[src/rtl/serializer_piso_stream.sv]
// Parallel-in/serial-out converter: accepts WIDTH-bit words over valid/ready and emits
// one bit per clock, with a one-word holding register for gapless back-to-back words.
module serializer_piso_stream #(
  parameter int unsigned WIDTH      = 8,
  parameter int unsigned MSB_FIRST  = 1,
  parameter logic        IDLE_LEVEL = 1'b0
) (
  input  logic             clk,
  input  logic             reset,
  input  logic [WIDTH-1:0] din,
  input  logic             din_valid,
  output logic             din_ready,
  output logic             data_out,
  output logic             out_valid,
  output logic             last_bit,
  output logic             busy
);

  localparam int unsigned      CNT_W    = $clog2(WIDTH);
  localparam logic [CNT_W-1:0] LAST_CNT = CNT_W'(WIDTH - 1);

  typedef enum logic {
    ST_IDLE  = 1'b0,
    ST_SHIFT = 1'b1
  } state_t;

  state_t           r_state, w_state_nxt;
  logic [WIDTH-1:0] r_shift, w_shift_nxt;
  logic [WIDTH-1:0] r_hold, w_hold_nxt;
  logic             r_hold_full, w_hold_full_nxt;
  logic [CNT_W-1:0] r_cnt, w_cnt_nxt;
  logic             r_data_out, w_data_out_nxt;
  logic             r_out_valid, w_out_valid_nxt;
  logic             r_last_bit, w_last_bit_nxt;
  logic             w_accept;

  // The bit currently on the line always sits at the "front" end of r_shift.
  function automatic logic first_bit(input logic [WIDTH-1:0] word);
    return (MSB_FIRST != 0) ? word[WIDTH-1] : word[0];
  endfunction

  function automatic logic [WIDTH-1:0] advance(input logic [WIDTH-1:0] word);
    return (MSB_FIRST != 0) ? {word[WIDTH-2:0], 1'b0} : {1'b0, word[WIDTH-1:1]};
  endfunction

  assign din_ready = !r_hold_full;
  assign w_accept  = din_valid && din_ready;

  always_comb begin
    // NOTE: every combinational output gets a default first so no path can infer a latch.
    w_state_nxt     = r_state;
    w_shift_nxt     = r_shift;
    w_hold_nxt      = r_hold;
    w_hold_full_nxt = r_hold_full;
    w_cnt_nxt       = r_cnt;

    unique case (r_state)
      ST_IDLE: begin
        if (w_accept) begin
          w_shift_nxt = din;
          w_cnt_nxt   = '0;
          w_state_nxt = ST_SHIFT;
        end
      end
      ST_SHIFT: begin
        if (r_cnt == LAST_CNT) begin
          // End of word: a held word wins over a fresh accept; din_ready is low then anyway.
          if (r_hold_full) begin
            w_shift_nxt     = r_hold;
            w_hold_full_nxt = 1'b0;
            w_cnt_nxt       = '0;
          end else if (w_accept) begin
            w_shift_nxt = din;
            w_cnt_nxt   = '0;
          end else begin
            w_state_nxt = ST_IDLE;
          end
        end else begin
          w_shift_nxt = advance(r_shift);
          w_cnt_nxt   = r_cnt + CNT_W'(1);
          if (w_accept) begin
            w_hold_nxt      = din;
            w_hold_full_nxt = 1'b1;
          end
        end
      end
      default: w_state_nxt = ST_IDLE;
    endcase

    w_out_valid_nxt = (w_state_nxt == ST_SHIFT);
    w_last_bit_nxt  = w_out_valid_nxt && (w_cnt_nxt == LAST_CNT);
    w_data_out_nxt  = w_out_valid_nxt ? first_bit(w_shift_nxt) : IDLE_LEVEL;
  end

  // NOTE: sequential state uses non-blocking assignments so all registers sample pre-edge values.
  always_ff @(posedge clk or negedge reset) begin
    if (!reset) begin
      r_state     <= ST_IDLE;
      r_shift     <= '0;
      r_hold      <= '0;
      r_hold_full <= 1'b0;
      r_cnt       <= '0;
      r_data_out  <= IDLE_LEVEL;
      r_out_valid <= 1'b0;
      r_last_bit  <= 1'b0;
    end else begin
      r_state     <= w_state_nxt;
      r_shift     <= w_shift_nxt;
      r_hold      <= w_hold_nxt;
      r_hold_full <= w_hold_full_nxt;
      r_cnt       <= w_cnt_nxt;
      r_data_out  <= w_data_out_nxt;
      r_out_valid <= w_out_valid_nxt;
      r_last_bit  <= w_last_bit_nxt;
    end
  end

  assign data_out  = r_data_out;
  assign out_valid = r_out_valid;
  assign last_bit  = r_last_bit;
  assign busy      = (r_state == ST_SHIFT) || r_hold_full;

endmodule

[config.mk]
export PLATFORM = sky130hd
export DESIGN_NAME = serializer_piso_stream
export DESIGN_NICKNAME = d
export VERILOG_FILES = /design/src/rtl/serializer_piso_stream.sv
export SDC_FILE = /design/constraint.sdc
export NUM_CORES = 1
export LEC_CHECK = 0
export ABC_CLOCK_PERIOD_IN_PS = 2000
export CAP_MARGIN = 20
export CORE_MARGIN = 3
export CORE_UTILIZATION = 35
export DETAILED_ROUTE_END_ITERATION = 7
export GPL_ROUTABILITY_DRIVEN = 0
export HOLD_SLACK_MARGIN = 0.1
export PLACE_DENSITY = 0.63
export SYNTH_ARGS = -nofsm -noshare
export SYNTH_HDL_FRONTEND = slang
export SYNTH_SLANG_ARGS = --single-unit
export TNS_END_PERCENT = 100
[constraint.sdc]
create_clock -name clk -period 2 [get_ports clk]
set_clock_uncertainty 0.05 [all_clocks]
set_input_delay 0.3 -clock clk [delete_from_list [all_inputs] [get_ports clk]]
set_output_delay 0.3 -clock clk [all_outputs]
set_load 0.05 [all_outputs]
==> impl_metrics.py, run 1 <==
metrics = {
    "power": {
        "worst_ir_drop_vdd_mv": 0.8824,
        "powerDensity_nw_per_um2": 1649,
        "swShare": 0.3575,
        "p_comb_frac": 0.454,
        "clkPwrFrac": 0.161,
        "p_int_w": 0.001350,
        "power.leakage_nw": 0.5682,
        "p_sw_w": 0.0007511,
        "finalPower_w": 0.002101,
        "seq_power_share": 0.384,
    },
    "clock_network": {
        "cts_inserted_buffers": 3,
        "cts_hold_buf": 0,
        "clock-root-buffer": "clkbuf_4",
        "cts.sinks": 22,
        "postCtsSetupBuffers": 0,
        "clkLatencyLatePin_ns": 0.30,
        "htreeDepth": 1,
        "cts.clk_slew.worst_paths_ns": 0.12,
        "cts_buffer_depth": 2,
        "cts_resized": 0,
        "cts_tree": "done",
    },
    "worst_hold_path": {
        "hold_path_class": "in2async",
    },
    "synthesis": {
        "yosysMostFrequentCell": "dfrtp_1",
        "ys_ff_latch": 22,
        "ys_seq_area_frac": 0.5372,
        "synth_top_area_share": 0.5372,
        "synth_edf_count": 0,
        "synth_nets": 99,
        "ys_async_sr_fraction": 1.000,
        "synth_area_leaders": "dfrtp_1 54%, mux2_4 12%, nand2_1 5.9%",
        "syn_avg_cell_area_um2": 11.92,
        "synthCells": 86,
        "synth_commonest_cells": "22 x dfrtp_1, 16 x nand2_1, 8 x mux2_4",
        "yosysWarnings": 0,
        "yosysTopAreaCell": "dfrtp_1",
        "synthFlopType": "dfrtp_1",
        "synth_area_um2": 1025,
        "synth_cell_type_count": 23,
    },
    "cells_and_area": {
        "nets": 120,
        "fillCellCount": 251,
        "finalNonFillerCells": 136,
        "layout-drive-gt1-share": 0.2264,
        "seqCellArea_um2": 550.5,
        "final_area_um2": 1274,
        "area_delta_synth_final_pct": 24.30,
        "multiInputGateArea_um2": 421.7,
        "utilization": 0.4834,
        "antenna_cells": 0,
    },
    "sta": {
        "fmax_mhz": 542.2,
        "slew_violations": 0,
        "setup_viol": 0,
        "slew_headroom": 0.6669,
        "min_period_over_period": 0.9223,
        "min_period_ns": 1.845,
        "max_slew.worst_pin.slew_ns": 0.4989,
        "setup_tns_ns": 0,
        "rsz0062_at_grt": "false",
        "hold_viol_final": 0,
    },
    "floorplan": {
        "core_area_um2": 2635,
        "die_x_um": 60.11,
        "start_util": 0.3889,
        "design.die.area_um2": 3613,
        "die_h_um": 60.11,
        "row_count": 18,
        "ioPinCount": 16,
    },
    "global_routing": {
        "grt_pass1_vias": 752,
        "grt_usage": 0.1422,
        "grt_pass1_wl_mm": 3.781,
        "antenna_found_initial": 0,
        "overflow": 0,
        "grt_max_degree": 23,
    },
    "worst_setup_path": {
        "start_kind": "flop",
        "crit_arrival_ns": 1.49,
        "r2r_cells": 5,
        "critPathCaptureType": "primary output",
        "rr_endpoint": "r_hold[0]",
        "crit_required_ns": 1.65,
        "worstReg2RegStart": "r_cnt[0]",
        "critical_path_class": "reg2out",
        "ff2ff_setup_slack_ns": 0.23,
        "cp_max_fo": 8,
    },
    "detailed_routing": {
        "first_iter_violations": 21,
        "antenna_left": 0,
        "num_vias": 743,
        "avgRoutedWirePerCell_um": 15.73,
        "route.detailed.drc": 0,
        "first_pass_iters": 4,
        "via_per_inst": 5.463,
        "wirelength_mm": 2.139,
    },
    "run": {
        "maxCapViolations": 0,
    },
    "place": {
        "port_buffers": 15,
        "post_dp_cell_area_um2": 1219,
        "dp_hpwl_mm": 1.469,
        "dp.cells": 132,
    },
    "run_status": {
        "status": "completed",
    },
}
-- power by group through the flow --
stage / registers [W] / logic [W] / clock network [W]
after detailed placement: 0.000807 / 0.000962 / 0
final: 0.000807 / 0.000955 / 0.000339
after floorplan: 0.000846 / 0.000646 / 0
after CTS: 0.000803 / 0.000961 / 0.000349
after global routing: 0.000832 / 0.00106 / 0.000374
after global placement: 0.000804 / 0.000936 / 0
-- worst max path at each step --
stage                start   endpoint  slack, ns  depth (start not counted)
2_1_floorplan     r_cnt[0]  r_hold[0]       0.25                          6
3_3_place_gp      r_cnt[0]  r_hold[4]       0.28                          5
3_5_place_dp      r_cnt[0]  r_hold[0]       0.24                          5
4_1_cts        r_hold_full  din_ready      0.007                          2
5_1_grt          out_valid       busy       0.08                          3
6_report         out_valid       busy       0.16                          3
-- per-layer routing --
metal / wire length [um] / vias to the layer above / global-route usage
met4: 21 / 0 / 0.05696
met3: 93 / 2 / 0.03024
li1: - / 353 / -
met2: 981 / 12 / 0.2006
met5: 0 / - / 0
met1: 1042 / 376 / 0.2091
-- area by class of cell --
cell class	instances	area share
tap	30	0.02947
clock inverter	1	0.02358
clock buffer	3	0.01768
inverter	3	0.008841
timing repair buffer	22	0.1572
multi-input combinational	55	0.3310
sequential	22	0.4322
-- cells by family after synthesis --
family | count (synthesis) | synth area share
compound gates | 22 | 0.1612
fa+ha+maj | 2 | 0.02442
buf+inv | 9 | 0.05127
flops | 22 | 0.5372
mux | 8 | 0.1172
simple gates | 23 | 0.1087
-- metrics by stage --
step / setup WS, ns / hold WS, ns
floorplan: 0.2461 / -0.04559
global placement: 0.2761 / 0.4420
detailed placement: 0.2386 / 0.4432
CTS: 0.006770 / 0.2695
global route: 0.08385 / 0.2696
finish: 0.1555 / 0.2744
-- registers in the layout (all words and copies together), names as in the netlist --
register     cells
r_hold           8
last_bit         1
data_out         1
out_valid        1
r_shift          7
r_hold_full      1
r_cnt            3
-- critical path: stages (launching register included) --
cell     delay, ns
dfrtp_1       0.50
buf_4         0.21
or2_2         0.29
buf_4         0.19
-- cells in the final DEF, fill, tap and decap left out, types with 2 or more instances in the layout --
master and count:
dfrtp_1 22, a32oi_1 6, nand2_1 16, buf_4 9, a32o_1 2, inv_1 3, nor2b_1 2, a21oi_1 2
o22ai_1 7, ha_1 2, clkdlybuf4s50_1 12, clkbuf_4 3, mux2_4 8
(Power assumes the default switching activity.)
==> run 2: changes to the inputs <==
--- a/config.mk
+++ b/config.mk
@@ -12,7 +12,7 @@
 export DETAILED_ROUTE_END_ITERATION = 7
 export GPL_ROUTABILITY_DRIVEN = 0
 export HOLD_SLACK_MARGIN = 0.1
-export PLACE_DENSITY = 0.63
+export PLACE_DENSITY = 0.67
 export SYNTH_ARGS = -nofsm -noshare
 export SYNTH_HDL_FRONTEND = slang
 export SYNTH_SLANG_ARGS = --single-unit
==> run 2 against run 1 <==
Effect of this change: die area unchanged; critical path type unchanged; final cell count up 0.74%; largest power group unchanged; clock power shrank 26%; highest routed layer unchanged; core utilization decreased by 0.52 points; via count down 0.94%; clock-buffer cell count increased by 1; total power down 3.6%.
==> impl_metrics.py, run 2 (synthesis results as in run 1) <==
metrics = {
    "detailed_routing": {
        "antenna_left": 0,
        "avgRoutedWirePerCell_um": 15.57,
        "top_layer": "met4",
        "route.detailed.drc": 0,
        "wl_met2_um": 938,
        "via_per_inst": 5.372,
        "wirelength_mm": 2.133,
        "wl_met3_um": 97,
        "drt-met1-wl_mm": 1.087,
        "num_vias": 736,
        "first_iter_violations": 30,
        "first_pass_iters": 4,
    },
    "clock_network": {
        "cts.sinks": 22,
        "cts_hold_buf": 0,
        "cts_tree": "done",
        "clkLatencyLatePin_ns": 0.31,
        "htreeDepth": 1,
        "cts_resized": 0,
        "cts_inserted_buffers": 3,
        "postCtsSetupBuffers": 0,
        "cts_buffer_depth": 2,
        "cts.clk_slew.worst_paths_ns": 0.13,
        "clock-root-buffer": "clkbuf_4",
    },
    "sta": {
        "hold_viol_final": 0,
        "min_period_ns": 1.789,
        "max_slew.worst_pin.slew_ns": 0.4875,
        "min_period_over_period": 0.8945,
        "fmax_mhz": 559.0,
        "rsz0062_at_grt": "false",
        "setup_tns_ns": 0,
        "slew_violations": 0,
        "slew_headroom": 0.6740,
        "setup_viol": 0,
    },
    "cells_and_area": {
        "top_register": "r_hold",
        "finalNonFillerCells": 137,
        "final_cell_mix": "22 x dfrtp_1, 16 x nand2_1, 12 x clkdlybuf4s50_1, 11 x buf_4, 8 x mux2_4",
        "seqCellArea_um2": 550.5,
        "final_area_um2": 1260,
        "largestRegisters": "r_hold: 8 flops, r_shift: 7 flops, r_cnt: 3 flops",
        "multiInputGateArea_um2": 421.7,
        "area_delta_synth_final_pct": 22.95,
        "nets": 121,
        "final_common_cell": "dfrtp_1",
        "largest_register_ffs": 8,
        "fillCellCount": 252,
        "antenna_cells": 0,
        "layout-drive-gt1-share": 0.2430,
    },
    "global_routing": {
        "overflow": 0,
        "grt_pass1_vias": 684,
        "grt_usage": 0.1244,
        "grt_max_degree": 23,
        "antenna_found_initial": 0,
        "grt_pass1_wl_mm": 3.325,
    },
    "power": {
        "power.leakage_nw": 0.5523,
        "powerDensity_nw_per_um2": 1608,
        "worst_ir_drop_vdd_mv": 0.7966,
        "finalPower_w": 0.002026,
    },
    "place": {
        "post_dp_cell_area_um2": 1224,
        "dp.cells": 133,
        "port_buffers": 15,
        "dp_hpwl_mm": 1.502,
    },
    "floorplan": {
        "ioPinCount": 16,
        "start_util": 0.3889,
        "core_area_um2": 2635,
        "design.die.area_um2": 3613,
        "die_h_um": 60.11,
        "die_x_um": 60.11,
        "row_count": 18,
    },
    "worst_setup_path": {
        "cp_slowest_stage_delay_ns": 0.79,
        "critPathCaptureType": "primary output",
        "crit_buf_inv": 1,
        "critPathTopFamily": "buffers and inverters",
        "start_kind": "flop",
        "cp_max_fo": 1,
        "ff2ff_setup_slack_ns": 0.23,
        "crit_path_top_delay_cell": "clkdlybuf4s50_1",
        "critical_path_class": "reg2out",
        "crit_required_ns": 1.65,
        "crit_path_cell_trace": "clkdlybuf4s50_1",
        "crit_arrival_ns": 1.44,
    },
    "worst_hold_path": {
        "hold_path_class": "in2async",
    },
    "run": {
        "maxCapViolations": 0,
    },
    "run_status": {
        "status": "completed",
    },
}
==> run 2: changes by cell type in the layout (fill, tap and decap cells not counted) <==
cell and change:
buf_4 +2, bufinv_16 -1, dlymetal6s2s_1 -1, clkbuf_8 +1
==> run 2: layout make-up <==
cell class | count | share of cell area
clock buffer | 4 | 0.02880
inverter | 3 | 0.008937
multi-input combinational | 55 | 0.3347
sequential | 22 | 0.4369
tap | 30 | 0.02979
timing repair buffer | 23 | 0.1609
==> run 2: power breakdown <==
| group | internal [W] | total [W] | switching (W) |
|---|---|---|---|
| clock network | 0.000111 | 0.000250 | 0.000139 |
| logic | 0.000497 | 0.000981 | 0.000484 |
| registers | 0.000661 | 0.000794 | 0.000133 |
==> run 2: layer usage <==
layer	track usage	vias up
li1	-	353
met1	0.1841	368
met2	0.1836	13
met3	0.04104	2
met4	0.009494	0
met5	0	-
==> run 2: per-stage QoR <==
stage	hold WS (ns)	setup slack [ns]	utilization
3_5_place_dp	0.4527	0.2348	0.4644
4_1_cts	0.2713	0.1944	0.4782
3_3_place_gp	0.4424	0.2711	0.4644
2_1_floorplan	-0.04559	0.2461	-
5_1_grt	0.2698	0.1368	0.4782
6_report	0.2660	0.2110	0.4782
==> run 2: path summary, 6_finish.rpt <==
check,startpoint,endpoint,cells after the start
worst max-delay path,last_bit,last_bit,1
worst min-delay path,reset,r_shift[1],2
worst max register to register,r_cnt[0],r_hold[6],5
worst min register to register,r_shift[0],r_shift[0],1
max in group asynchronous,reset,r_shift[6],2
min in group clk,r_shift[0],r_shift[0],1
